===== src/rtl/meas_scheduler.sv =====
// Measurement cycle sequencer: opens the counter gate, waits for the
// measurement done pulse (or times out), latches the four 32-bit results and
// streams them as a framed 20-byte packet to the UART over valid/ready.
// Frame: HDR0, HDR1, status, cnt_clk, cnt_squ, cnt_pulse, cnt_time (each
// MSB first), checksum = mod-256 sum of status and the 16 payload bytes.
module meas_scheduler #(
    parameter int unsigned GATE_CYCLES    = 100000000,
    parameter int unsigned TIMEOUT_CYCLES = 200000000,
    parameter int unsigned GAP_CYCLES     = 1000000,
    parameter logic [7:0]  HDR0           = 8'hAA,
    parameter logic [7:0]  HDR1           = 8'h55
) (
    input  logic        clk,
    input  logic        rst,
    input  logic        start_en,
    input  logic        meas_done,
    input  logic [31:0] cnt_clk,
    input  logic [31:0] cnt_squ,
    input  logic [31:0] cnt_pulse,
    input  logic [31:0] cnt_time,
    output logic        gate,
    output logic [7:0]  tx_data,
    output logic        tx_valid,
    input  logic        tx_ready,
    output logic        busy,
    output logic [7:0]  frame_cnt
);

    localparam logic [31:0] GATE_LAST    = 32'(GATE_CYCLES - 1);
    localparam logic [31:0] TIMEOUT_LAST = 32'(TIMEOUT_CYCLES - 1);
    localparam logic [31:0] GAP_LAST     = 32'(GAP_CYCLES - 1);
    localparam logic [4:0]  LAST_BYTE    = 5'd19;

    typedef enum logic [2:0] {
        ST_IDLE,
        ST_GATE,
        ST_WAIT_DONE,
        ST_LATCH,
        ST_SEND,
        ST_GAP
    } state_t;

    state_t       state_q;
    logic [31:0]  cnt_q;
    logic         to_flag_q;
    logic [31:0]  res_clk_q;
    logic [31:0]  res_squ_q;
    logic [31:0]  res_pulse_q;
    logic [31:0]  res_time_q;
    logic [7:0]   status_q;
    logic [7:0]   csum_q;
    logic [4:0]   byte_idx_q;
    logic         gate_q;
    logic         tx_valid_q;
    logic [7:0]   tx_data_q;
    logic         busy_q;
    logic [7:0]   frame_cnt_q;

    logic [4:0]   byte_sel;
    logic [3:0]   pay_off;
    logic [6:0]   pay_pos;
    logic [127:0] payload;
    logic [7:0]   csum_d;
    logic [7:0]   next_byte_d;

    // Next frame byte and running checksum, selected by the byte about to be presented
    always_comb begin
        byte_sel = byte_idx_q + 5'd1;
        payload  = {res_clk_q, res_squ_q, res_pulse_q, res_time_q};
        pay_off  = 4'(byte_sel - 5'd3);
        pay_pos  = 7'd127 - {pay_off, 3'b000};
        csum_d   = csum_q;
        if (byte_idx_q >= 5'd2 && byte_idx_q <= 5'd18) begin
            csum_d = csum_q + tx_data_q;
        end
        if (byte_sel == 5'd1) begin
            next_byte_d = HDR1;
        end else if (byte_sel == 5'd2) begin
            next_byte_d = status_q;
        end else if (byte_sel == LAST_BYTE) begin
            // checksum includes byte 18, which transfers on this same edge
            next_byte_d = csum_d;
        end else if (byte_sel >= 5'd3 && byte_sel <= 5'd18) begin
            next_byte_d = payload[pay_pos -: 8];
        end else begin
            next_byte_d = HDR0;
        end
    end

    // Measurement sequencing FSM with registered outputs
    always_ff @(posedge clk or posedge rst) begin
        if (rst) begin
            state_q     <= ST_IDLE;
            cnt_q       <= '0;
            to_flag_q   <= 1'b0;
            res_clk_q   <= '0;
            res_squ_q   <= '0;
            res_pulse_q <= '0;
            res_time_q  <= '0;
            status_q    <= '0;
            csum_q      <= '0;
            byte_idx_q  <= '0;
            gate_q      <= 1'b0;
            tx_valid_q  <= 1'b0;
            tx_data_q   <= '0;
            busy_q      <= 1'b0;
            frame_cnt_q <= '0;
        end else begin
            case (state_q)
                ST_IDLE: begin
                    if (start_en) begin
                        state_q <= ST_GATE;
                        gate_q  <= 1'b1;
                        busy_q  <= 1'b1;
                        cnt_q   <= '0;
                    end
                end
                ST_GATE: begin
                    if (cnt_q == GATE_LAST) begin
                        state_q <= ST_WAIT_DONE;
                        gate_q  <= 1'b0;
                        cnt_q   <= '0;
                    end else begin
                        cnt_q <= cnt_q + 32'd1;
                    end
                end
                ST_WAIT_DONE: begin
                    if (meas_done) begin
                        state_q   <= ST_LATCH;
                        to_flag_q <= 1'b0;
                        cnt_q     <= '0;
                    end else if (cnt_q == TIMEOUT_LAST) begin
                        state_q   <= ST_LATCH;
                        to_flag_q <= 1'b1;
                        cnt_q     <= '0;
                    end else begin
                        cnt_q <= cnt_q + 32'd1;
                    end
                end
                ST_LATCH: begin
                    res_clk_q   <= to_flag_q ? '0 : cnt_clk;
                    res_squ_q   <= to_flag_q ? '0 : cnt_squ;
                    res_pulse_q <= to_flag_q ? '0 : cnt_pulse;
                    res_time_q  <= to_flag_q ? '0 : cnt_time;
                    status_q    <= {frame_cnt_q[6:0], to_flag_q};
                    csum_q      <= '0;
                    byte_idx_q  <= '0;
                    tx_data_q   <= HDR0;
                    tx_valid_q  <= 1'b1;
                    state_q     <= ST_SEND;
                end
                ST_SEND: begin
                    if (tx_valid_q && tx_ready) begin
                        if (byte_idx_q == LAST_BYTE) begin
                            tx_valid_q  <= 1'b0;
                            frame_cnt_q <= frame_cnt_q + 8'd1;
                            cnt_q       <= '0;
                            state_q     <= ST_GAP;
                        end else begin
                            byte_idx_q <= byte_sel;
                            tx_data_q  <= next_byte_d;
                            csum_q     <= csum_d;
                        end
                    end
                end
                ST_GAP: begin
                    if (cnt_q == GAP_LAST) begin
                        state_q <= ST_IDLE;
                        busy_q  <= 1'b0;
                        cnt_q   <= '0;
                    end else begin
                        cnt_q <= cnt_q + 32'd1;
                    end
                end
                default: begin
                    state_q    <= ST_IDLE;
                    gate_q     <= 1'b0;
                    tx_valid_q <= 1'b0;
                    busy_q     <= 1'b0;
                end
            endcase
        end
    end

    assign gate      = gate_q;
    assign tx_data   = tx_data_q;
    assign tx_valid  = tx_valid_q;
    assign busy      = busy_q;
    assign frame_cnt = frame_cnt_q;

endmodule

===== config.mk =====
export PLATFORM = sky130hd
export DESIGN_NAME = meas_scheduler
export DESIGN_NICKNAME = d
export VERILOG_FILES = /design/src/rtl/meas_scheduler.sv
export SDC_FILE = /design/constraint.sdc
export NUM_CORES = 1
export LEC_CHECK = 0
export ABC_CLOCK_PERIOD_IN_PS = 9660
export CAP_MARGIN = 25
export CORE_ASPECT_RATIO = 0.9
export CORE_MARGIN = 2
export CORE_UTILIZATION = 56
export CTS_CLUSTER_SIZE = 16
export DETAILED_ROUTE_END_ITERATION = 12
export HOLD_SLACK_MARGIN = 0.03
export PLACE_DENSITY = 0.81
export SLEW_MARGIN = 10
export SYNTH_ARGS = -nofsm -noshare
export SYNTH_HDL_FRONTEND = slang
export SYNTH_SLANG_ARGS = --single-unit

===== constraint.sdc =====
create_clock -name clk -period 9.66 [get_ports clk]
set_clock_uncertainty 0.05 [all_clocks]
set_input_delay 1.932 -clock clk [delete_from_list [all_inputs] [get_ports clk]]
set_output_delay 1.932 -clock clk [all_outputs]
set_load 0.05 [all_outputs]

# Word level (Yosys, flattened, before mapping)
# Cells that the tools add are included.
dict set report classes {
  add_sub_neg 6
  n_lt_le_gt_ge 4
  eq_ne 19
  n_shift 1
  muxes 44
  bitwise_logic 3
  reduce_logical 18
}
# operator count
set op_table {}
lappend op_table {{32-bit 2-to-1 mux} 11}
lappend op_table {{32-bit one-hot mux with 5 select lines} 1}
lappend op_table {{135-bit by 8-bit indexed part select with 8-bit output} 1}
lappend op_table {{8-bit 2-to-1 mux} 9}
lappend op_table {{32-bit by 1-bit adder with 32-bit output (second input constant)} 1}
lappend op_table {{32-bit by 20-bit equality test with 1-bit output (second input constant)} 1}
lappend op_table {{32-bit by 27-bit equality test with 1-bit output (second input constant)} 1}
lappend op_table {{32-bit by 28-bit equality test with 1-bit output (second input constant)} 1}
lappend op_table {{8-bit one-hot mux with 2 select lines} 2}
lappend op_table {{3-bit 2-to-1 mux} 7}
lappend op_table {{3-bit one-hot mux with 6 select lines} 1}
lappend op_table {{3-bit AND reduction} 5}
lappend op_table {{2-bit inequality test (second input constant)} 6}
lappend op_table {{4-bit OR reduction} 3}
lappend op_table {{5-bit equality test (second input constant)} 2}
lappend op_table {{5-bit by 2-bit >= comparator with 1-bit output (second input constant)} 2}
lappend op_table {{5-bit <= comparator (second input constant)} 2}
lappend op_table {{5-bit 2-to-1 mux} 2}
lappend op_table {{5-bit one-hot mux with 2 select lines} 1}
lappend op_table {{1-bit one-hot mux with 3 select lines} 3}
lappend op_table {{8-bit by 1-bit adder with 8-bit output (second input constant)} 1}
lappend op_table {{8-bit adder} 1}
lappend op_table {{1-bit 2-to-1 mux} 7}
lappend op_table {{7-bit subtractor (first input constant)} 1}
lappend op_table {{16 further kinds} 23}
dict set report word_totals {
  ff_bits 204
  inputBits 133
  output_inout_bits 19
  elab_cells 110
}

# Longest topological paths before layout
dict set report depth {
  depth_word 11
  depth_mapped 11
  depth_no_buf 8
}

# Least setup slack after synthesis
# Ideal clock, no wire load.
dict set report synth_path {
  path_kind {input port to flip-flop}
  from {in tx_ready}
  to {reg tx_data_q[6] (netlist: tx_data[6])}
  setup_ns 0.101
  arrival_time_ns 3.325
  t_required_ns 9.509
  setup_slack_ns 6.185
  cell_stages 6
  path_buffers 1
  cell_sequence {nand3_1 nor4_1 clkbuf_1 a21oi_1 or2_2 o32ai_1}
}
dict set report synth_via {
  elab_chain_len 3
}
# item line_no
set synth_rtl {}
lappend synth_rtl {{from (decl)} 24} ;# input logic tx_ready,
lappend synth_rtl {{1-bit logical AND} 153} ;# if (tx_valid_q && tx_ready) begin
lappend synth_rtl {{2-bit inequality test (no line)} --}
lappend synth_rtl {{3-bit AND reduction (no line)} --}
lappend synth_rtl {{to (signal assigned)} 161} ;# tx_data_q <= next_byte_d;
lappend synth_rtl {{to (decl)} 55} ;# logic [7:0] tx_data_q;
# No other way between the ends.
# A chain may end at the register's enable or synchronous reset.

# Worst setup path in the final report
dict set report layout_path {
  from {reg byte_idx_q[0]}
  to {reg tx_data_q[7] (netlist: tx_data[7])}
}
dict set report layout_via {
  elab_chain_len 11
  word_cells_on_any_way 24
  classes_between {add/sub (3); order compare (4); eq/ne (5); shift (1); mux (8); reduce/logical (3)}
}
# item line_no
set layout_rtl {}
lappend layout_rtl {{from (decl)} 52} ;# logic [4:0] byte_idx_q;
lappend layout_rtl {{from (signal assigned)} 160} ;# byte_idx_q <= byte_sel;
lappend layout_rtl {{5-bit by 1-bit adder with 5-bit output} 68} ;# byte_sel = byte_idx_q + 5'd1;
lappend layout_rtl {{4-bit by 2-bit subtractor with 4-bit output} 70} ;# pay_off = 4'(byte_sel - 5'd3);
lappend layout_rtl {{7-bit subtractor} 71} ;# pay_pos = 7'd127 - {pay_off, 3'b000};
lappend layout_rtl {{135-bit by 8-bit indexed part select with 8-bit output} 84} ;# next_byte_d = payload[pay_pos -: 8];
lappend layout_rtl {{8-bit 2-to-1 mux} 83} ;# end else if (byte_sel >= 5'd3 && byte_sel <= 5'd18) begin
lappend layout_rtl {{8-bit 2-to-1 mux} 80} ;# end else if (byte_sel == LAST_BYTE) begin
lappend layout_rtl {{8-bit 2-to-1 mux} 78} ;# end else if (byte_sel == 5'd2) begin
lappend layout_rtl {{8-bit 2-to-1 mux} 76} ;# if (byte_sel == 5'd1) begin
lappend layout_rtl {{8-bit 2-to-1 mux} 154} ;# if (byte_idx_q == LAST_BYTE) begin
lappend layout_rtl {{8-bit 2-to-1 mux} 153}
lappend layout_rtl {{8-bit one-hot mux with 2 select lines} 109} ;# case (state_q)
# Several ways; a longest one is shown, not always the timed one. The select of a mux whose other input is x is not followed.

==> results.yml <==
die:
  initial_core_util: 0.576
  die_area_mm2: 0.0210
  dieWidth_um: 152
  core_area_mm2: 0.0193
  ioPinCount: 152
  die_y_um: 138
  rows: 48
power:
  ir_worst_vdd_v: 0.0000885
  p_total_mw: 1.82
  power.leakage_nw: 5.68
  powerDensity_mw_per_mm2: 135
cts:
  cts_root_buffer: "clkbuf_16"
  cts.sinks: 204
  cts_made_buffers: 23
  htree_levels: 1
  clk_pin_slew_ns: 0.06
  clk_latency_ns: 0.53
  tritoncts: "built"
  cts_setup_buffers: 0
  cts_hold_buf: 0
  cts_resized: 0
  cts.path.max_buffers: 3
logic_synthesis:
  synth_top_area_frac: 0.460
  syn-mean-instance-area_um2: 9.42
  synth_cells: 1179
  synthArstFlopShare: 1.00
  yosys-top-cells-area: "dfrtp_1, nand2b_1, o21ai_0"
  synth_common_cells: "dfrtp_1, nand2_1, o21ai_0"
  synth_top_flop_cell: "dfrtp_1"
  synth_area_leader_cell: "dfrtp_1"
  synth-seq-cells: 204
  synth_fp_nets: 1326
  ys_warn_count: 0
  synth_edf_count: 0
  netlist_area_mm2: 0.0111
  synth.most_common_cell: "dfrtp_1"
  synth_cell_types: 70
  ys_seq_area_frac: 0.460
critical_path:
  worst_setup_path_start_kind: "flop"
  arrival_ns: 4.25
  cp_max_fo: 34
  worstSetupPathType: "flop to flop"
  cp.required_ns: 9.98
  cp-end-kind: "flop"
global_route:
  grt_max_degree: 136
  antenna_found_initial: 1
  grt_usage: 0.267
  grt_pass1_vias: 8840
  grt-ovfl-total: 0
  grt_first_pass_wirelength_um: 45500
sta:
  fmax_ghz: 0.254
  timing.final.crit_period_ns: 3.93
  worst_hold_slack_ns: 0.426
  tns_ns: 0
  worst_slack_ns: 5.73
  slew_headroom: 0.397
  fin_crit_sh: 0.407
  setup_viol: 0
  final_hold_viol_count: 0
  tightest_slew_ns: 0.905
  rsz0062_at_grt: "false"
  slew_viol_final: 0
drt:
  drt.antenna.violating_nets: 0
  wl_per_cell_um: 18.0
  drtIter0Drc: 946
  viasPerCell: 5.96
  dr.pass1.iters: 5
  drc: 0
  totalWireLength_um: 28000
  vias: 9247
layout:
  nets: 1432
  fillCellCount: 1397
  area_growth_pct: 22.0
  drive_above_1_share: 0.0799
  antennaDiodeCount: 0
placed_design:
  gp_congestion: 0.874
  port-buffer-count: 151
  dp_slack_ns: 5.39
  detailed_place_hpwl_um: 19100
run_status:
  outcome: "finished clean"
run:
  cap_violations: 0
min_path:
  hold_path_class: "flop to flop"
[logic make-up (layout without fill, tap and decap cells)]
logic type,after synthesis,in the layout,synth area share
compound gates,286,286,0.154
xor+xnor,26,26,0.0205
fa+ha+maj,14,14,0.0165
buf+inv,105,228,0.0384
flops,204,204,0.460
mux,53,53,0.0867
simple gates,491,491,0.225
[metrics by stage]
stage / util / cells / cell area (um^2)
finish: 0.702 / 1552 / 13500
global route: 0.702 / 1552 / 13500
CTS: 0.701 / 1551 / 13500
detailed placement: 0.661 / 1509 / 12700
global placement: 0.658 / 1507 / 12700
floorplan: - / 1179 / 11100
[flip-flops by register name (all words and copies together) (netlist names), 3 cells and up]
register and count:
res_clk_q 32, frame_cnt 8, res_time_q 32, tx_data 8
status_q 8, byte_idx_q 5, res_pulse_q 32, res_squ_q 32
csum_q 8, state_q 3, cnt_q 32
[per-layer routing]
metal	GRT usage	wire length, um	part of all wire	vias to the layer above
met1	0.392	12300	0.44	4457
li1	-	-	-	4353
met3	0.0532	2180	0.078	56
met2	0.416	12900	0.46	381
met5	0	0	0	-
met4	0.0653	626	0.022	0
[power by group]
| group | switching (mW) | total (mW) | internal (mW) |
|---|---|---|---|
| Clock | 0.350 | 0.893 | 0.543 |
| Sequential | 0 | 0.855 | 0.855 |
| Combinational | 0.0269 | 0.0737 | 0.0468 |
[critical path, stage by stage, from the launching register on]
cell      delay [ns]
dfrtp_2         0.33
buf_4           0.47
inv_2           0.34
ha_1            0.45
xnor2_1         0.23
xnor2_2         0.50
buf_4           0.31
mux2i_1         0.30
o21ai_0         0.13
a211oi_1        0.46
o21ai_0         0.20
[area by class of cell]
class | instances | area, um^2 | share of cell area
Clock buffer | 37 | 688 | 0.0508
Clock inverter | 5 | 92.6 | 0.00684
Inverter | 23 | 93.8 | 0.00693
Multi-Input combinational cell | 870 | 5590 | 0.413
Sequential cell | 204 | 5110 | 0.377
Tap cell | 250 | 313 | 0.0231
Timing Repair Buffer | 163 | 1650 | 0.122
[layout by cell type, fill, tap and decap left out, drive strengths merged, types with 19 or more instances in the layout]
master,synthesis,layout
clkdlybuf4s50,0,151
nor2,41,41
nand2,188,188
dfrtp,204,204
nand4,19,19
o21ai,161,161
clkbuf,71,37
inv,23,24
a21oi,38,38
nand2b,133,133
nand3,33,33
mux4,34,34
[worst paths after layout]
path / endpoint / start / slack (ns) / cells past startpoint
hold / removal: res_time_q[19]$_DFFE_PP0P_ / res_time_q[19]$_DFFE_PP0P_ / 0.43 / 2
hold reg to reg: res_time_q[19]$_DFFE_PP0P_ / res_time_q[19]$_DFFE_PP0P_ / 0.43 / 2
min in group asynchronous: res_clk_q[17]$_DFFE_PP0P_ / rst / 1.92 / 2
setup reg to reg: tx_data[7]$_DFFE_PP0P_ / byte_idx_q[0]$_DFFE_PP0P_ / 5.73 / 10
max in group asynchronous: byte_idx_q[0]$_DFFE_PP0P_ / rst / 6.09 / 3
setup / recovery: tx_data[7]$_DFFE_PP0P_ / byte_idx_q[0]$_DFFE_PP0P_ / 5.73 / 10
Power figures use the tool's default switching activity.
